==> config.mk <==
export PLATFORM = sky130hd
export DESIGN_NAME = ret_addr_stack
export DESIGN_NICKNAME = d
export VERILOG_FILES = /design/src/rtl/ret_addr_stack.sv
export SDC_FILE = /design/constraint.sdc
export NUM_CORES = 1
export LEC_CHECK = 0
export ABC_CLOCK_PERIOD_IN_PS = 4500
export BUFFER_PORTS_ARGS = -buffer_cell sky130_fd_sc_hd__buf_2
export CAP_MARGIN = 10
export CELL_PAD_IN_SITES_DETAIL_PLACEMENT = 1
export CELL_PAD_IN_SITES_GLOBAL_PLACEMENT = 2
export CORE_MARGIN = 2
export CORE_UTILIZATION = 42
export CTS_CLUSTER_DIAMETER = 30
export DETAILED_ROUTE_END_ITERATION = 12
export PLACE_DENSITY_LB_ADDON = 0.05
export SYNTH_ARGS = -nofsm -noshare
export SYNTH_HDL_FRONTEND = slang
export SYNTH_SLANG_ARGS = --single-unit
==> constraint.sdc <==
create_clock -name clk -period 4.5 [get_ports clk]
set_input_delay 0.675 -clock clk [delete_from_list [all_inputs] [get_ports clk]]
set_output_delay 0.675 -clock clk [all_outputs]
set_load 0.05 [all_outputs]
==> src/rtl/ret_addr_stack.sv <==
// Return-address stack: circular storage, configurable overflow policy,
// one speculative checkpoint of pointer/count, and sticky error flags.
module ret_addr_stack #(
  parameter int DEPTH    = 8,
  parameter int AW       = 12,
  parameter int OVF_WRAP = 0,
  localparam int CW      = $clog2(DEPTH + 1)
) (
  input  logic          clk,
  input  logic          rst,
  input  logic          push,
  input  logic          pop,
  input  logic [AW-1:0] push_addr,
  input  logic          ckpt,
  input  logic          restore,
  input  logic          clr_err,
  output logic [AW-1:0] top_addr,
  output logic [CW-1:0] count,
  output logic          empty,
  output logic          full,
  output logic          overflow,
  output logic          underflow
);
  localparam int PW = $clog2(DEPTH);

  logic [AW-1:0] mem [DEPTH];
  logic [PW-1:0] sp, sp_nxt, sp_m1, sp_p1, saved_sp, wr_idx;
  logic [CW-1:0] cnt, cnt_nxt, saved_cnt;
  logic          wr_en, ovf_set, unf_set;

  assign sp_m1     = sp - PW'(1);
  assign sp_p1     = sp + PW'(1);
  assign empty     = (cnt == '0);
  assign full      = (cnt == CW'(DEPTH));
  assign count     = cnt;
  assign top_addr  = empty ? '0 : mem[sp_m1];

  // Next pointer/count, memory write and error events; restore masks push/pop.
  always_comb begin
    sp_nxt  = sp;
    cnt_nxt = cnt;
    wr_en   = 1'b0;
    wr_idx  = sp;
    ovf_set = 1'b0;
    unf_set = 1'b0;
    if (restore) begin
      sp_nxt  = saved_sp;
      cnt_nxt = saved_cnt;
    end else if (push && pop && !empty) begin
      // replace top in place; never an error, even when full
      wr_en  = 1'b1;
      wr_idx = sp_m1;
    end else if (push) begin
      // push alone, or push+pop on an empty stack
      if (!full) begin
        wr_en   = 1'b1;
        sp_nxt  = sp_p1;
        cnt_nxt = cnt + CW'(1);
      end else begin
        ovf_set = 1'b1;
        if (OVF_WRAP != 0) begin
          // overwrite the oldest slot; count stays at DEPTH
          wr_en  = 1'b1;
          sp_nxt = sp_p1;
        end
      end
    end else if (pop) begin
      if (!empty) begin
        sp_nxt  = sp_m1;
        cnt_nxt = cnt - CW'(1);
      end else begin
        unf_set = 1'b1;
      end
    end
  end

  // State update; checkpoint always captures pre-update pointer/count.
  always_ff @(posedge clk) begin
    if (rst) begin
      for (int i = 0; i < DEPTH; i++) mem[i] <= '0;
      sp        <= '0;
      cnt       <= '0;
      saved_sp  <= '0;
      saved_cnt <= '0;
      overflow  <= 1'b0;
      underflow <= 1'b0;
    end else begin
      if (wr_en) mem[wr_idx] <= push_addr;
      sp  <= sp_nxt;
      cnt <= cnt_nxt;
      if (ckpt) begin
        saved_sp  <= sp;
        saved_cnt <= cnt;
      end
      // a new error in the same cycle beats clr_err
      overflow  <= ovf_set | (overflow  & ~clr_err);
      underflow <= unf_set | (underflow & ~clr_err);
    end
  end
endmodule

==> results of run 1 <==
[power breakdown]
group          internal [uW]  switching, uW  total (uW)
Clock                    393            410         804
Combinational            168            382         550
Sequential              1190           37.7        1230
Total                   1750            830        2580
[worst register-to-register path: cells and delay by family, from the launching register on]
family,cells,cell delay (ns)
DFF,1,0.54
buffers and inverters,3,0.67
AOI/OAI and AO/OA,2,0.75
adders and majority gates,1,0.33
and+or+nand+nor,1,0.59
[state kept, by name, indices dropped and copies added, names as in the netlist]
signal     flops
underflow      1
sp             3
mem           96
saved_sp       3
overflow       1
count          4
saved_cnt      4
[layout make-up]
cell class | instances | area [um2] | share of cell area, %
Sequential cell | 112 | 3204 | 52.46
Tap cell | 172 | 215.2 | 3.523
Inverter | 7 | 26.28 | 0.4302
Multi-Input combinational cell | 287 | 2062 | 33.76
Timing Repair Buffer | 53 | 306.5 | 5.018
Clock buffer | 9 | 225.2 | 3.687
Clock inverter | 7 | 68.82 | 1.127
[worst paths after layout]
kind / startpoint / endpoint / slack, ns / depth (start not counted)
min: saved_sp[1] / saved_sp[1] / 0.50 / 2
max reg2reg: sp[0] / mem[2][9] / 1.33 / 7
max: sp[0] / top_addr[8] / 1.16 / 7
min reg2reg: saved_sp[1] / saved_sp[1] / 0.50 / 2
[placed cells by master (no fill, tap or decap), types with 9 or more instances in the layout]
master     count
nor2_2        20
buf_4         14
nand3_1       24
dfxtp_1       15
nor2_1        97
a21oi_1       16
edfxtp_1      96
nand2_1       28
clkbuf_16      9
mux2i_1       10
mux4_2        24
buf_2         38
[cell families after synthesis]
logic type,count (synthesis)
AOI/OAI and AO/OA,48
xor gates and xnor gates,8
adders and majority gates,5
buffers and inverters,41
DFF,112
muxes,34
and+or+nand+nor,192
[per-stage QoR]
stage | instance area, um2 | util [%] | setup slack [ns] | power [uW] | cells
2_1_floorplan | 5507 | - | 0.9400 | 1648 | 440
4_1_cts | 6093 | 47.90 | 1.009 | 2596 | 646
6_report | 6108 | 48.01 | 1.165 | 2583 | 647
3_3_place_gp | 5799 | 45.58 | 1.341 | 1791 | 630
3_5_place_dp | 5799 | 45.58 | 1.161 | 1802 | 630
5_1_grt | 6108 | 48.01 | 1.017 | 2681 | 647
[per-layer routing]
metal	up-vias	routed length, um
met5	-	0
met4	0	175
met3	14	671
met2	97	7083
met1	1825	6669
li1	1658	-
[cells in the mapped netlist, drive strengths merged (3+ instances only)]
cell	number	area, um2
ha	4	50.05
a21boi	4	30.03
nor2	117	489.2
o21ai	6	30.02
edfxtp	96	2883
buf	20	165.2
a21oi	16	80.08
a211oi	8	95.09
xnor2	6	52.55
clkbuf	14	53.80
nand2	28	105.1
mux2i	10	100.1
inv	7	26.28
dfxtp	16	320.3
nand3	24	120.1
mux4	24	540.5
nand2b	4	25.02
nor3	3	25.02
nor4	6	43.79
==> metrics.md, run 1 <==
| Metric | Value |
|---|---|
| Synth unique cells | `51` |
| Mux cell area share after synthesis | `about an eighth` |
| Post-Synth Adder-Cell Area | `1.272%` |
| Antenna diodes | `0` |
| Hold WC Path Type | `reg -> reg` |
| Max VDD drop | `roughly 0.24 mV` |
| Wire length per cell | `roughly 23 um` |
| Hold Slack | `between 0.5 and 0.6 ns` |
| Postcts setup bufs | `0` |
| Status | `finished, final reports clean` |
| Height of the die | `118.5 um` |
| Clk root buf | `clkbuf_16` |
| TritonCTS Sinks | `~110` |
| Max-cap violation count | `0` |
| Final Hold Violating Endpoints | `0` |
| Nature of the critical path endpoint | `output pin` |
| Lkg Pwr | `approximately 0.0022 uW` |
| Critical path launch point type | `flip-flop` |
| Clk Latency, worst-skew pair | `0.36 ns` |
| Seq/Total Area, Yosys | `a little under 60%` |
| Gr usage total | `between 20 and 25%` |
| Vias in the first global route | `~3800` |
| Pwr Density | `422.9 nW/um2` |
| Synth Area per Inst | `12.51 um2` |
| Critical path's slowest cell | `dfxtp_2` |
| GRT busiest layer | `met2` |
| I/O pin cnt | `39` |
| Netlist Area Pre-Place | `about 5500 um2` |
| Initial Util | `between 40% and 50%` |
| #FFs+latches synth | `~110` |
| CP max stage delay | `~0.54 ns` |
| Fillers | `1378` |
| CTS max path bufs | `2` |
| DR pass1 iterations | `4` |
| Share of layout cells above drive strength 1 | `a little over a quarter` |
| Syn. warnings | `0` |
| Routability cong. | `around 0.8` |
| CTS tree | `done` |
| Die X | `roughly 120 um` |
| Area Growth Syn to Fin | `10.93%` |
| DR vias | `roughly 3600` |
| H-tree Lvls | `3` |
| Final #Nets | `roughly 490` |
| Initial DRC count | `339` |
| Critical Path, Cell by Cell | `inv_1 -> ha_1 -> nand2b_1 -> nand2_1 -> nand2_1 -> a21oi_1 -> buf_2` |
| Largest net degree at the start of global routing | `29` |
| GR Util met1 | `31.39%` |
| Final slew viol count | `0` |
| RSZ-0062 raised after global routing | `false` |
| Core Area | `approximately 13000 um2` |
| Crit path top cell by count | `nand2_1` |
| Post-DRT Antenna Nets | `0` |
| Met2 usage | `between 30% and 40%` |
| Post-layout min period | `3.335 ns` |
| # DRC | `0` |
| Worst Skew | `approximately 0.011 ns` |
| Die area | `around 14000 um2` |
| Fmax | `roughly 0.3 GHz` |
| Top_reg_cell synth | `edfxtp_1` |
| Final Cycle Share | `between 70% and 80%` |
| Final setup TNS | `0 ns` |
| Site Rows | `approximately 40` |
| Syn Nets | `464` |
| Crit-path leading delay family | `simple AND/OR/NAND/NOR gates` |
| Crit path buffers/inverters | `2` |
| Met3 usage | `2.896%` |
| Compound-Gate Fraction of Synth Area | `7.317%` |
| Cts hold-fix bufs | `0` |
| Synth Area in XOR/XNOR | `approximately 1.3%` |
| Number of buffers created by CTS | `9` |
| Crit path required time | `3.83 ns` |
| CTS clk-pin slew, worst paths | `about 0.07 ns` |
| CP Data Arrival Time | `roughly 2.7 ns` |
| WL final | `~15000 um` |
| Critical-path maximum fanout | `12` |
| Dpl hpwl | `roughly 10000 um` |
| Post-synth EDFFs | `96` |
| Worst-margin pin slew | `between 1 and 1.5 ns` |
| Resize count post-CTS | `0` |
| Initial antenna violation count | `0` |
| Slew HR | `roughly 25%` |
| DR vias/cell | `around 5.6` |
| Finish-stage setup viols | `0` |
| Synthesized instance count | `440` |
| Port bufs | `38` |
| First-pass GRT wire length | `roughly 23000 um` |
| GRT overflow | `0` |
| Combinational family with the most area after synthesis | `simple AND/OR/NAND/NOR gates` |
| Critical path class | `reg -> out` |
| Asr flop ratio synth | `0%` |
| Simple-gate share of the synthesized area | `approximately 16%` |
Power figures use the tool's default switching activity.
==> run 2: changes to the inputs <==
--- a/config.mk
+++ b/config.mk
@@ -5,7 +5,7 @@
 export SDC_FILE = /design/constraint.sdc
 export NUM_CORES = 1
 export LEC_CHECK = 0
-export ABC_CLOCK_PERIOD_IN_PS = 4500
+export ABC_CLOCK_PERIOD_IN_PS = 3400
 export BUFFER_PORTS_ARGS = -buffer_cell sky130_fd_sc_hd__buf_2
 export CAP_MARGIN = 10
 export CELL_PAD_IN_SITES_DETAIL_PLACEMENT = 1
==> constraint.sdc (replaced) <==
create_clock -name clk -period 3.4 [get_ports clk]
set_input_delay 0.51 -clock clk [delete_from_list [all_inputs] [get_ports clk]]
set_output_delay 0.51 -clock clk [all_outputs]
set_load 0.05 [all_outputs]
==> run 2 against run 1 <==
Effect of this change: core utilization up 0.41 points; non-clock buffer count is 8 higher; clock skew decreased by 0.0014 ns; critical path depth is the same; routed wire length up 3.1%; setup slack lost 0.78 ns; clock power is 34% higher; highest routed layer unchanged.
==> metrics.md, run 2 (synthesis gave the netlist of run 1 again) <==
| Metric | Value |
|---|---|
| Finish-stage setup viols | `0 (unchanged)` |
| Critical-path maximum fanout | `12 (unchanged)` |
| Cell count along the critical path | `7 (unchanged)` |
| Final Non-Filler Cells | `655 (+1.2%)` |
| Clock network power share | `31.2% (about the same)` |
| Area Growth Syn to Fin | `11.88%` |
| Max VDD drop | `0.2519 mV (+3.4%)` |
| DR vias/cell | `5.624 (+1.3%)` |
| DR pass1 iterations | `5 (+1)` |
| # DRC | `0 (unchanged)` |
| Nature of the critical path endpoint | `output pin` |
| Max FFs per register | `96 (unchanged)` |
| Slew HR | `62.41% (+38 points)` |
| Crit-path leading delay family | `simple AND/OR/NAND/NOR gates` |
| Initial antenna violation count | `0 (unchanged)` |
| Worst Skew | `0.009421 ns (-0.001411 ns)` |
| Final #Nets | `502 (+1.6%)` |
| Resize count post-CTS | `0 (unchanged)` |
| Die area | `14040 um2 (unchanged)` |
| Lkg Pwr | `0.002190 uW (+1.7%)` |
| Logic pwr share | `21.8% (+0.5 points)` |
| RR Startpoint | `sp[1]` |
| Post-layout min period | `approximately 3 ns` |
| Vias in the first global route | `3755 (-0.37%)` |
| Max-cap violation count | `0 (unchanged)` |
| Crit. Startpoint | `sp[1]` |
| Core Area | `12720 um2 (unchanged)` |
| GRT overflow | `0 (unchanged)` |
| Post-DRT Antenna Nets | `0 (unchanged)` |
| Crit path buffers/inverters | `2 (unchanged)` |
| Clk root buf | `clkbuf_16` |
| CP max stage delay | `0.50 ns (-0.04 ns)` |
| Largest net degree at the start of global routing | `26 (-10%)` |
| DR vias | `3684 (+2.5%)` |
| Critical path launch point type | `flip-flop` |
| Crit path required time | `2.89 ns (-0.94 ns)` |
| Reg power frac | `47.0% (-0.6 points)` |
| Final slew viol count | `0 (unchanged)` |
| Net Sw Frac | `30.88% (-1.3 points)` |
| Hold path cells | `4 (+2)` |
| Reg with most FFs | `mem` |
| Status | `finished, final reports clean` |
| Pwr Density | `561.5 nW/um2 (+33%)` |
| Crit path top cell by count | `nand2_1` |
| First-pass GRT wire length | `23300 um (+2.3%)` |
| H-tree Lvls | `3 (unchanged)` |
| Dpl hpwl | `10340 um (+2.6%)` |
| Most frequent cells in the layout | `nor2_1 (97), edfxtp_1 (96), buf_2 (38), nand2_1 (28)` |
| I/O pin cnt | `39 (unchanged)` |
| Postcts setup bufs | `0 (unchanged)` |
| Clk Latency, worst-skew pair | `0.36 ns (about the same)` |
| P_sw | `1068 uW (+29%)` |
| Final Hold Violating Endpoints | `0 (unchanged)` |
| Port bufs | `38 (unchanged)` |
| Critical path class | `reg -> out` |
| Final Cycle Share | `88.76%` |
| WL final | `15060 um (+3.1%)` |
| Height of the die | `118.5 um (unchanged)` |
| Worst-margin pin slew | `0.5626 ns (-0.5591 ns)` |
| Most common cell after layout, fill and taps aside | `nor2_1` |
| TritonCTS Sinks | `112 (unchanged)` |
| Gr usage total | `22.91% (+0.97 points)` |
| CTS max path bufs | `2 (unchanged)` |
| RSZ-0062 raised after global routing | `false` |
| Initial DRC count | `247 (-27%)` |
| Internal power | `2391 uW (+36%)` |
| Fmax | `roughly 0.33 GHz` |
| Antenna diodes | `0 (unchanged)` |
| Hold Crit Start | `clr_err` |
| Reg2Reg Depth | `8 (+1)` |
| Critical Path, Cell by Cell | `inv_1 -> ha_1 -> nand2b_1 -> nand2_1 -> nand2_1 -> a21oi_1 -> buf_2` |
| Critical path's slowest cell | `dfxtp_1` |
| Die X | `118.5 um (unchanged)` |
| Final setup TNS | `0 ns (unchanged)` |
| Cts hold-fix bufs | `0 (unchanged)` |
| CTS tree | `done` |
| Share of layout cells above drive strength 1 | `27.54% (+0.80 points)` |
| CTS clk-pin slew, worst paths | `0.07 ns (about the same)` |
| Routability cong. | `0.7879 (-1.8%)` |
| Site Rows | `41 (unchanged)` |
| Initial Util | `43.28% (unchanged)` |
| Wire length per cell | `22.99 um (+1.9%)` |
| Hold WC Path Type | `in -> reg` |
| CP Data Arrival Time | `2.51 ns (-0.15 ns)` |
| Dpl cells | `639 (+1.4%)` |
| Number of buffers created by CTS | `9 (unchanged)` |
run 2: cell type report:
type | count | area (um2)
Fill cell | 1370 | 6561
Sequential cell | 112 | 3204
Multi-Input combinational cell | 287 | 2058
Timing Repair Buffer | 61 | 362.8
Clock buffer | 11 | 232.7
Tap cell | 172 | 215.2
Clock inverter | 5 | 61.31
Inverter | 7 | 26.28
run 2: through the flow:
step	setup WS (ns)	hold WS, ns	utilization (%)	total power (uW)	cell area (um2)
global route	0.1829	0.5204	48.43	3589	6161
detailed placement	0.7223	0.4912	46.12	2416	5867
global placement	0.8211	0.4718	46.12	2400	5867
finish	0.3821	0.4943	48.43	3459	6161
floorplan	0.004984	0.4600	-	2181	5507
CTS	0.3660	0.4721	48.43	3488	6161
run 2: power groups by stage:
stage | sequential (uW) | combinational (uW) | clock [uW]
floorplan | 1650 | 535 | 0
global placement | 1650 | 749 | 0
detailed placement | 1660 | 760 | 0
CTS | 1630 | 761 | 1100
global route | 1630 | 807 | 1150
finish | 1620 | 755 | 1080
run 2: path summary, 6_finish.rpt:
| kind | end | slack, ns |
|---|---|---|
| min | underflow | 0.49 |
| max | top_addr[7] | 0.38 |
| min reg2reg | saved_sp[2] | 0.50 |
| max reg2reg | mem[4][1] | 0.74 |
run 2: worst reg2reg max path, delay by kind of cell, from the launching register on:
family / cells / cell delay, ns
AO/OA/AOI/OAI: 2 / 0.26
adder cells (fa/ha/maj): 1 / 0.35
buffers and inverters: 4 / 0.72
flip-flops: 1 / 0.50
AND/OR/NAND/NOR: 1 / 0.52
run 2: layer usage:
| metal | track usage, % | share of wire [%] | vias to the layer above | routed length, um |
|---|---|---|---|---|
| met3 | 3.716 | 5.0 | 16 | 753 |
| met2 | 35.08 | 46 | 87 | 6931 |
| li1 | - | - | 1679 | - |
| met5 | 0 | 0 | - | 0 |
| met4 | 7.887 | 1.8 | 0 | 269 |
| met1 | 33.25 | 47 | 1902 | 7103 |
